### config.mk
export PLATFORM = sky130hd
export DESIGN_NAME = arm_mc_controller
export DESIGN_NICKNAME = d
export VERILOG_FILES = /design/src/rtl/arm_mc_controller.sv
export SDC_FILE = /design/constraint.sdc
export NUM_CORES = 1
export LEC_CHECK = 0
export ABC_AREA = 1
export BUFFER_PORTS_ARGS = -buffer_cell sky130_fd_sc_hd__clkbuf_2
export CORE_MARGIN = 1.5
export CORE_UTILIZATION = 47
export CTS_BUF_LIST = sky130_fd_sc_hd__clkbuf_16
export CTS_CLUSTER_SIZE = 14
export DETAILED_ROUTE_END_ITERATION = 10
export GPL_ROUTABILITY_DRIVEN = 0
export PLACE_DENSITY_LB_ADDON = 0.3
export SLEW_MARGIN = 0
export SYNTH_ARGS = -nofsm -noshare
export SYNTH_HDL_FRONTEND = slang
export SYNTH_SLANG_ARGS = --single-unit
### constraint.sdc
create_clock -name clk -period 3.08 [get_ports clk]
set_input_delay 0.924 -clock clk [delete_from_list [all_inputs] [get_ports clk]]
set_output_delay 0.924 -clock clk [all_outputs]
set_load 0.1 [all_outputs]
### src/rtl/arm_mc_controller.sv
// Multi-cycle ARM control unit: Moore sequencer, ALU decode, NZCV flags and condition gating.
// Optional CMP support is enabled by defining ARM_MC_CMP_EN.
module arm_mc_controller (
    input  logic       clk,
    input  logic       Reset,
    input  logic [3:0] Cond,
    input  logic [1:0] Op,
    input  logic [5:0] Funct,
    input  logic [3:0] Rd,
    input  logic [3:0] ALUFlags,
    output logic       PCWrite,
    output logic       MemWrite,
    output logic       RegWrite,
    output logic       IRWrite,
    output logic       AdrSrc,
    output logic [1:0] ResultSrc,
    output logic       ALUSrcA,
    output logic [1:0] ALUSrcB,
    output logic [1:0] ALUControl,
    output logic [1:0] ImmSrc,
    output logic [1:0] RegSrc,
    output logic [3:0] Flags,
    output logic [3:0] State
);

    typedef enum logic [3:0] {
        StFetch    = 4'd0,
        StDecode   = 4'd1,
        StMemAdr   = 4'd2,
        StMemRd    = 4'd3,
        StMemWb    = 4'd4,
        StMemWr    = 4'd5,
        StExecuteR = 4'd6,
        StExecuteI = 4'd7,
        StAluWb    = 4'd8,
        StBranch   = 4'd9
    } state_e;

    state_e     state_q, state_d;
    logic [3:0] flags_q, flags_d;
    logic       cond_ex_q, cond_ex_d;

    logic       next_pc, branch, reg_w, mem_w, ir_w, alu_op;
    logic       cond_ex, pcs, no_write;
    logic [1:0] dec_ctl, dec_flag_w, flag_w;

    always_ff @(posedge clk or negedge Reset) begin
        if (!Reset) begin
            state_q   <= StFetch;
            flags_q   <= 4'b0000;
            cond_ex_q <= 1'b0;
        end else begin
            state_q   <= state_d;
            flags_q   <= flags_d;
            cond_ex_q <= cond_ex_d;
        end
    end

    always_comb begin
        state_d = StFetch;
        case (state_q)
            StFetch:  state_d = StDecode;
            StDecode: begin
                case (Op)
                    2'b00:   state_d = Funct[5] ? StExecuteI : StExecuteR;
                    2'b01:   state_d = StMemAdr;
                    2'b10:   state_d = StBranch;
                    default: state_d = StFetch;
                endcase
            end
            StMemAdr:   state_d = Funct[0] ? StMemRd : StMemWr;
            StMemRd:    state_d = StMemWb;
            StExecuteR: state_d = StAluWb;
            StExecuteI: state_d = StAluWb;
            default:    state_d = StFetch;
        endcase
    end

    // Moore control decode; anything not set here stays 0.
    always_comb begin
        next_pc   = 1'b0;
        branch    = 1'b0;
        reg_w     = 1'b0;
        mem_w     = 1'b0;
        ir_w      = 1'b0;
        alu_op    = 1'b0;
        AdrSrc    = 1'b0;
        ResultSrc = 2'b00;
        ALUSrcA   = 1'b0;
        ALUSrcB   = 2'b00;
        case (state_q)
            StFetch: begin
                ir_w      = 1'b1;
                next_pc   = 1'b1;
                ALUSrcA   = 1'b1;
                ALUSrcB   = 2'b10;
                ResultSrc = 2'b10;
            end
            StDecode: begin
                ALUSrcA   = 1'b1;
                ALUSrcB   = 2'b10;
                ResultSrc = 2'b10;
            end
            StMemAdr: ALUSrcB = 2'b01;
            StMemRd:  AdrSrc  = 1'b1;
            StMemWb: begin
                ResultSrc = 2'b01;
                reg_w     = 1'b1;
            end
            StMemWr: begin
                AdrSrc = 1'b1;
                mem_w  = 1'b1;
            end
            StExecuteR: alu_op = 1'b1;
            StExecuteI: begin
                ALUSrcB = 2'b01;
                alu_op  = 1'b1;
            end
            StAluWb: reg_w = 1'b1;
            StBranch: begin
                ALUSrcB   = 2'b01;
                ResultSrc = 2'b10;
                branch    = 1'b1;
            end
            default: ;
        endcase
    end

    // NoWrite is decoded regardless of ALUOp because it must still hold in ALUWB.
    always_comb begin
        dec_ctl    = 2'b00;
        dec_flag_w = 2'b00;
        no_write   = 1'b0;
        case (Funct[4:1])
            4'b0100: begin dec_ctl = 2'b00; dec_flag_w = {Funct[0], Funct[0]}; end
            4'b0010: begin dec_ctl = 2'b01; dec_flag_w = {Funct[0], Funct[0]}; end
            4'b0000: begin dec_ctl = 2'b10; dec_flag_w = {Funct[0], 1'b0};     end
            4'b1100: begin dec_ctl = 2'b11; dec_flag_w = {Funct[0], 1'b0};     end
`ifdef ARM_MC_CMP_EN
            4'b1010: begin
                dec_ctl    = 2'b01;
                dec_flag_w = {Funct[0], Funct[0]};
                no_write   = 1'b1;
            end
`endif
            default: ;
        endcase
    end

    assign ALUControl = alu_op ? dec_ctl : 2'b00;
    assign flag_w     = alu_op ? dec_flag_w : 2'b00;

    always_comb begin
        cond_ex = 1'b0;
        case (Cond)
            4'b0000: cond_ex = flags_q[2];
            4'b0001: cond_ex = ~flags_q[2];
            4'b0010: cond_ex = flags_q[1];
            4'b0011: cond_ex = ~flags_q[1];
            4'b0100: cond_ex = flags_q[3];
            4'b0101: cond_ex = ~flags_q[3];
            4'b0110: cond_ex = flags_q[0];
            4'b0111: cond_ex = ~flags_q[0];
            4'b1000: cond_ex = flags_q[1] & ~flags_q[2];
            4'b1001: cond_ex = ~flags_q[1] | flags_q[2];
            4'b1010: cond_ex = (flags_q[3] == flags_q[0]);
            4'b1011: cond_ex = (flags_q[3] != flags_q[0]);
            4'b1100: cond_ex = ~flags_q[2] & (flags_q[3] == flags_q[0]);
            4'b1101: cond_ex = flags_q[2] | (flags_q[3] != flags_q[0]);
            4'b1110: cond_ex = 1'b1;
            default: cond_ex = 1'b0;
        endcase
    end

    assign cond_ex_d = (state_q == StDecode) ? cond_ex : cond_ex_q;

    always_comb begin
        flags_d = flags_q;
        if (((state_q == StExecuteR) || (state_q == StExecuteI)) && cond_ex_q) begin
            if (flag_w[1]) flags_d[3:2] = ALUFlags[3:2];
            if (flag_w[0]) flags_d[1:0] = ALUFlags[1:0];
        end
    end

    // Reset gates the write enables so nothing commits while it is held low.
    assign pcs      = branch | (reg_w & (Rd == 4'd15));
    assign PCWrite  = Reset & (next_pc | (pcs & cond_ex_q));
    assign RegWrite = Reset & reg_w & cond_ex_q & ~no_write;
    assign MemWrite = Reset & mem_w & cond_ex_q;
    assign IRWrite  = Reset & ir_w;

    assign ImmSrc = Op;
    assign RegSrc = {(Op == 2'b01), (Op == 2'b10)};
    assign Flags  = flags_q;
    assign State  = state_q;

endmodule

==> results of run 1 <==
[power by group through the flow]
stage                     Sequential [µW]  Combinational, µW  Clock [µW]
after global routing                  245               1180         235
after floorplan                       419                735           0
after detailed placement              234               1120           0
final                                 238               1140         228
after global placement                232               1110           0
after CTS                             236               1130         226
[sequential cells by signal, indices dropped and copies added, names as in the netlist]
register / cells
Flags: 4
State: 4
cond_ex_q: 1
[how the worst min path moves through the flow]
| stage | from | to | slack, ps | cells after the start |
|---|---|---|---|---|
| after CTS | Reset | Flags[1] | 560 | 1 |
| after global routing | Reset | State[0] | 570 | 1 |
| after detailed placement | cond_ex_q | cond_ex_q | 560 | 2 |
| final | Reset | State[0] | 560 | 1 |
| after global placement | cond_ex_q | cond_ex_q | 540 | 2 |
| after floorplan | cond_ex_q | cond_ex_q | 490 | 2 |
[logic make-up (layout without fill, tap and decap cells)]
| family | after synthesis | after routing | synth area share |
|---|---|---|---|
| buffers and inverters | 25 | 71 | 0.1229 |
| AOI/OAI and AO/OA | 15 | 15 | 0.1050 |
| DFF | 9 | 9 | 0.2699 |
| and+or+nand+nor | 92 | 92 | 0.5023 |
[stage by stage]
stage	worst slack, ps	area (µm²)
final	376.6	1296
after global routing	320.9	1296
after CTS	399.3	1296
after detailed placement	412.9	1217
after global placement	489.5	1217
after floorplan	16.97	900.9
[worst max-delay path, delay by kind of cell (launching register included)]
family	cells	cell delay, ps
buffers and inverters	2	650
AO/OA/AOI/OAI	1	160
AND/OR/NAND/NOR	1	280
flip-flops	1	450
[cells in the mapped netlist]
library cell  instances
nand2_1              43
nor2_1               25
inv_1                18
nand3_1              14
dfrtp_1               9
a21oi_1               6
inv_2                 4
nand2_4               3
buf_4                 2
nor3_1                2
o21ai_0               2
o21ai_1               2
o21ai_2               2
o22ai_1               2
buf_2                 1
nand2_2               1
nand4_1               1
nor2_4                1
nor2_8                1
nor4_1                1
o211ai_1              1
[per-layer routing]
layer,GRT usage,vias up,part of all wire
met4,0.1529,0,0.017
met5,0,-,0
met1,0.3098,478,0.40
li1,-,535,-
met2,0.4629,52,0.52
met3,0.04400,4,0.063
[area by class of cell]
| class | count | area share |
|---|---|---|
| flip-flops and latches | 9 | 0.1766 |
| repair buffers | 45 | 0.2432 |
| well taps | 17 | 0.01641 |
| multi-input cells | 107 | 0.4392 |
| inverters | 22 | 0.06371 |
| clock buffers | 3 | 0.05792 |
| clock inverters | 1 | 0.002896 |
[cells in the final DEF, fill, tap and decap left out, drive strengths merged]
cell	netlist	routed
buf	3	6
inv	22	23
nand2	47	47
nand3	14	14
nor4	1	1
a21oi	6	6
dfrtp	9	9
nand4	1	1
o211ai	1	1
clkbuf	0	42
o21ai	6	6
nor3	2	2
nor2	27	27
o22ai	2	2
==> key figures, run 1 <==
Status
  • Outcome: completed

Timing
  • Tmin final: 2703 ps
  • Setup violations, final: 0
  • Unrepaired setup endpoints after global routing: no
  • Worst Skew: 0.2682 ps
  • Final Max Slew Viols: 0
  • Hold_ws: 557.1 ps
  • Final Cycle Share: 0.8777
  • Worst Tran Pin Value: 547.0 ps
  • Hold Violations, Final: 0
  • Setup TNS: 0 ps
  • Achievable Freq: 0.3699 GHz
  • Rel. slew slack: 0.6369

Drt
  • DRC viols: 0
  • Vias per cell: 5.240
  • DRT Pass-1 Iters: 4
  • Final ANT Viol Nets: 0
  • DR vias: 1069
  • Routed len/inst: 12.28 µm
  • Routed WL: 2506 µm
  • Drt initial violations: 39

Floorplan
  • Starting Density: 0.4941
  • Cell Rows: 15
  • Die height: 45.14 µm
  • I/O pin total: 46
  • Die W: 45.14 µm
  • CORE AREA: 0.001689 mm²
  • Die area: 0.002038 mm²

Final layout
  • Final Non-Filler Cells: 204
  • # nets final: 210
  • Layout area overhead: 55.32%
  • Seq. cell area: 229.0 µm²
  • Fill count: 136
  • Multi-input gate area: 569.3 µm²
  • # diodes: 0
  • Fin util: 0.7674
  • Layout cells sized above 1: 0.4011

Min path
  • Class of the tightest hold or removal check: input port to asynchronous set/reset pin

Setup path
  • Critical path launch point type: flip-flop
  • RR Startpoint: Flags[0]
  • Slowest stage delay, CP: 470 ps
  • Critical setup path kind: flip-flop to output pin
  • FF-to-FF End: cond_ex_q
  • R2r worst-path depth: 10
  • Worst-path cell chain: nor2_1 > inv_1 > o21ai_2 > clkbuf_2
  • Setup crit start: State[3]
  • CP required: 2160 ps
  • R2r setup slk: 1710 ps
  • Worst Setup End Kind: output pin
  • Arr. time, crit path: 1780 ps
  • Worst Setup EP: ResultSrc[1]
  • Slowest cell on crit path: clkbuf_2
  • Worst Path Max Fanout: 5

Clocking
  • Max Root-Sink Buffers: 2
  • Root Driver: clkbuf_16
  • Hold_buf cts: 0
  • Inserted Clock Buffers: 3
  • Post-CTS repair timing setup buffer count: 0
  • Worst-path clk slew: 40 ps
  • Post_cts resized: 0
  • TritonCTS clock tree: done
  • Clock latency at the later pin of the worst-skew pair: 230 ps
  • Maximum level of the CTS H-tree: 1
  • CTS sink cnt: 9

Power
  • Overall power: 1603 µW
  • Sequential Power Share: 0.149
  • Clk pwr share: 0.142
  • P per Cell Area: 1236 mW/mm²
  • Worst VDD drop: 0.0008578 V
  • Cell internal pwr: 530.9 µW
  • Static Leak: 0.0007608 µW
  • Net Sw Frac: 0.6688
  • Net Sw Power: 1072 µW
  • Combinational share of power: 0.709

Place
  • Placed Cells: 200
  • I/O Buffers: 45
  • Post-DP HPWL: 1865 µm

Yosys
  • Post-synthesis sequential area ratio: 0.2699
  • Syn Nets: 163
  • Yosys reg bits: 9
  • Synth top area cells: dfrtp_1 27%, nand2_1 19%, nor2_1 11%, nand3_1 8.4%, inv_1 8.1%
  • Synth Instances: 141
  • Unique cell type count in the Yosys netlist: 21
  • Post-synth top area share: 0.2699
  • Post-Syn Area: 834.6 µm²
  • Yosys warns: 0
  • Yosys top cell by area: dfrtp_1
  • Avg Cell Area, Syn: 5.919 µm²

Global route
  • Largest net degree at the start of global routing: 12
  • First-pass GRT wire length: 3919 µm
  • Initial antenna violation count: 0
  • GRT Util Overall: 0.2679
  • Global route total overflow: 0
  • Vias in the first global route: 937

Flow run
  • Max-Cap Viols: 0
Power figures use the tool's default switching activity.
==> run 2, diff against run 1 <==
--- a/config.mk
+++ b/config.mk
@@ -5,10 +5,9 @@
 export SDC_FILE = /design/constraint.sdc
 export NUM_CORES = 1
 export LEC_CHECK = 0
-export ABC_AREA = 1
 export BUFFER_PORTS_ARGS = -buffer_cell sky130_fd_sc_hd__clkbuf_2
 export CORE_MARGIN = 1.5
-export CORE_UTILIZATION = 47
+export CORE_UTILIZATION = 48
 export CTS_BUF_LIST = sky130_fd_sc_hd__clkbuf_16
 export CTS_CLUSTER_SIZE = 14
 export DETAILED_ROUTE_END_ITERATION = 10
==> key figures, run 2 <==
Floorplan
  • I/O pin total: 46 (unchanged)
  • CORE AREA: 0.001745 mm² (was 0.001689 mm²)
  • Die area: 0.002151 mm² (was 0.002038 mm²)
  • Starting Density: 0.5176 (was 0.4941)
  • Die W: 46.38 µm (was 45.14 µm)
  • Cell Rows: 15 (unchanged)
  • Die height: 46.38 µm (was 45.14 µm)

Yosys
  • Yosys reg bits: 9 (unchanged)
  • Synth Instances: 112 (was 141)
  • Syn Nets: 134 (was 163)
  • Yosys warns: 0 (unchanged)
  • Avg Cell Area, Syn: 8.066 µm² (was 5.919 µm²)
  • Synth Flop Type: dfrtp_1 (unchanged)
  • Post-Syn Area: 903.4 µm² (was 834.6 µm²)
  • Count leader, synth: nor2_1 (was nand2_1)
  • Post-synth top area share: 0.2493 (was 0.2699)
  • Synth top area cells: dfrtp_1 25%, mux2_2 5.0%, mux2i_1 4.4%, nor2_1 4.2%, nor2b_1 4.2% (was dfrtp_1 27%, nand2_1 19%, nor2_1 11%, nand3_1 8.4%, inv_1 8.1%)
  • Synth async-reset ratio: 1.000 (unchanged)
  • Yosys top cell by area: dfrtp_1 (unchanged)
  • Post-synthesis sequential area ratio: 0.2493 (was 0.2699)
  • Unique cell type count in the Yosys netlist: 43 (was 21)
  • List of most frequent post-synthesis cells: 10 x nor2_1, 9 x dfrtp_1, 7 x a21oi_1, 6 x nor2b_1, 6 x nor3_1 (was 43 x nand2_1, 25 x nor2_1, 18 x inv_1, 14 x nand3_1, 9 x dfrtp_1)
  • Post-synth EDFFs: 0 (unchanged)

Clocking
  • Clock latency at the later pin of the worst-skew pair: 230 ps (about the same)
  • CTS sink cnt: 9 (unchanged)
  • Root Driver: clkbuf_16 (unchanged)
  • Maximum level of the CTS H-tree: 1 (unchanged)
  • TritonCTS clock tree: done (unchanged)
  • Worst-path clk slew: 40 ps (about the same)
  • Inserted Clock Buffers: 3 (unchanged)
  • Hold_buf cts: 0 (unchanged)
  • Max Root-Sink Buffers: 2 (unchanged)

Min path
  • HP Start: Flags[1]
  • Hold Path Sink: Flags[1]
  • Hold Path Depth: 1
  • Class of the tightest hold or removal check: flip-flop to flip-flop (was input port to asynchronous set/reset pin)

Final layout
  • Multi-input gate area: 724.4 µm² (was 569.3 µm²)
  • Most common cell after layout, fill and taps aside: clkbuf_2 (was nand2_1)
  • Fill count: 126 (was 136)
  • # nets final: 174 (was 210)
  • # diodes: 0 (unchanged)
  • Commonest cells after routing, fill and taps aside: 39 x clkbuf_2, 7 x nor2_1, 7 x a21oi_1, 6 x buf_12 (was 43 x nand2_1, 39 x clkbuf_2, 19 x inv_1, 18 x nor2_1, 14 x nand3_1)
  • Layout area overhead: 55.82% (was 55.32%)
  • Seq. cell area: 235.2 µm² (was 229.0 µm²)
  • Final Non-Filler Cells: 176 (was 204)
  • Layout cells sized above 1: 0.5364 (was 0.4011)

Setup path
  • R2r worst-path depth: 5 (was 10)
  • Worst-path cell chain: clkbuf_2 > and3_4 > nand3_1 > maj3_2 > o21ai_1 > and3b_2 > buf_12 (was nor2_1 > inv_1 > o21ai_2 > clkbuf_2)
  • Worst Setup End Kind: output pin (unchanged)
  • CP required: 2160 ps (about the same)
  • Slowest stage delay, CP: 300 ps (was 470 ps)
  • Arr. time, crit path: 2060 ps (was 1780 ps)
  • WP buf/inv: 2 (unchanged)
  • RR Startpoint: State[3] (was Flags[0])
  • Crit-path leading delay family: simple AND/OR/NAND/NOR gates (was buffers and inverters)
  • Slowest cell on crit path: maj3_2 (was clkbuf_2)
  • R2r setup slk: 1240 ps (was 1710 ps)
  • Critical path launch point type: input port (was flip-flop)
  • Critical setup path kind: input port to output pin (was flip-flop to output pin)
  • Worst Path Max Fanout: 1 (was 5)
  • FF-to-FF End: Flags[1] (was cond_ex_q)

Drt
  • Met2 WL post-DR: 1380 µm (was 1304 µm)
  • Routed len/inst: 14.86 µm (was 12.28 µm)
  • Vias per cell: 5.761 (was 5.240)
  • DRT met1 WL: 1032 µm (was 999 µm)
  • Drt initial violations: 24 (was 39)
  • Routed WL: 2616 µm (was 2506 µm)
  • DRT Pass-1 Iters: 4 (unchanged)
  • DR vias: 1014 (was 1069)
  • Met3 wire length: 177 µm (was 159 µm)
  • Final ANT Viol Nets: 0 (unchanged)
  • DRC viols: 0 (unchanged)
  • Max layer used: met4 (unchanged)

Timing
  • Final Cycle Share: 0.9685 (was 0.8777)
  • Unrepaired setup endpoints after global routing: no (unchanged)
  • Tmin final: 2983 ps (was 2703 ps)
  • Worst Tran Pin Value: 542.1 ps (was 547.0 ps)
  • Worst Skew: 0.9965 ps (was 0.2682 ps)
  • Hold Violations, Final: 0 (unchanged)
  • Achievable Freq: 0.3352 GHz (was 0.3699 GHz)
  • Setup violations, final: 0 (unchanged)
  • Final Max Slew Viols: 0 (unchanged)
  • Rel. slew slack: 0.6401 (was 0.6369)

Global route
  • First-pass GRT wire length: 4064 µm (was 3919 µm)
  • Vias in the first global route: 921 (was 937)
  • Global route total overflow: 0 (unchanged)
  • GRT Util Overall: 0.2684 (was 0.2679)
  • Largest net degree at the start of global routing: 13 (was 12)
  • Initial antenna violation count: 0 (unchanged)

Place
  • Post-DP HPWL: 1962 µm (was 1865 µm)
  • Placed Cells: 172 (was 200)
  • I/O Buffers: 45 (unchanged)

Flow run
  • Max-Cap Viols: 0 (unchanged)

Status
  • Outcome: completed (unchanged)
## run 2: cell count changes in the layout (fill, tap and decap cells not counted), moves of 4 or more
cell,delta
nor2_1,-11
nand2_1,-38
inv_2,-4
inv_1,-16
mux2_2,+4
nand3_1,-10
mux2i_1,+4
nor2b_1,+4
## run 2: cells by family after synthesis
logic type,Yosys count,share of synthesized area
xor+xnor,4,0.03879
simple gates,55,0.3726
buf+inv,14,0.08448
mux,8,0.09418
fa+ha+maj,1,0.01108
compound gates,21,0.1496
flops,9,0.2493
## run 2: worst max-delay path by stage
stage	cells after the start	slack, ps	endpoint	start
after global routing	7	20	PCWrite	Rd[1]
after global placement	7	50	PCWrite	Rd[3]
final	7	100	PCWrite	Rd[3]
after CTS	7	20	PCWrite	Rd[3]
after floorplan	2	-260	ALUControl[1]	Funct[1]
after detailed placement	7	30	PCWrite	Rd[3]
## run 2: worst reg2reg max path: cells and delay by family, from the launching register on
kind / cells / cell delay, ps
multiplexers: 1 / 370
flip-flops: 1 / 550
AND/OR/NAND/NOR: 4 / 790
## run 2: what timing repair did
item / CTS / global route
endpoints found under the setup margin: 0 / 1
resized for setup: 0 / 3
buffers inserted: 0 / 0
hold endpoints to repair: 0 / 0
## run 2: layout make-up
type                       count  share of cell area
inverter                       2            0.005333
multi-input combinational     89              0.5147
sequential                     9              0.1671
clock inverter                 1            0.002667
clock buffer                   3             0.05333
tap                           25             0.02222
timing repair buffer          47              0.2347
## run 2: layer usage
layer / up-vias / global-route usage
met2: 53 / 0.4778
met4: 0 / 0.06286
met5: - / 0
met1: 470 / 0.3204
met3: 8 / 0.06667
li1: 483 / -
## run 2: through the flow
stage / TNS (ps) / setup WS [ps] / cell area, µm² / hold WS, ps / util
floorplan: -486.9 / -258.8 / 1045 / 595.0 / -
global placement: 0 / 45.75 / 1323 / 564.6 / 0.7577
detailed placement: 0 / 26.32 / 1323 / 599.2 / 0.7577
CTS: 0 / 21.40 / 1401 / 606.4 / 0.8029
global route: 0 / 23.01 / 1408 / 630.5 / 0.8065
finish: 0 / 97.11 / 1408 / 603.8 / 0.8065
Power of run 2 is left out: the tool's default activity adds up to more than one toggle a clock period on the data nets, which glitch-free logic cannot reach.
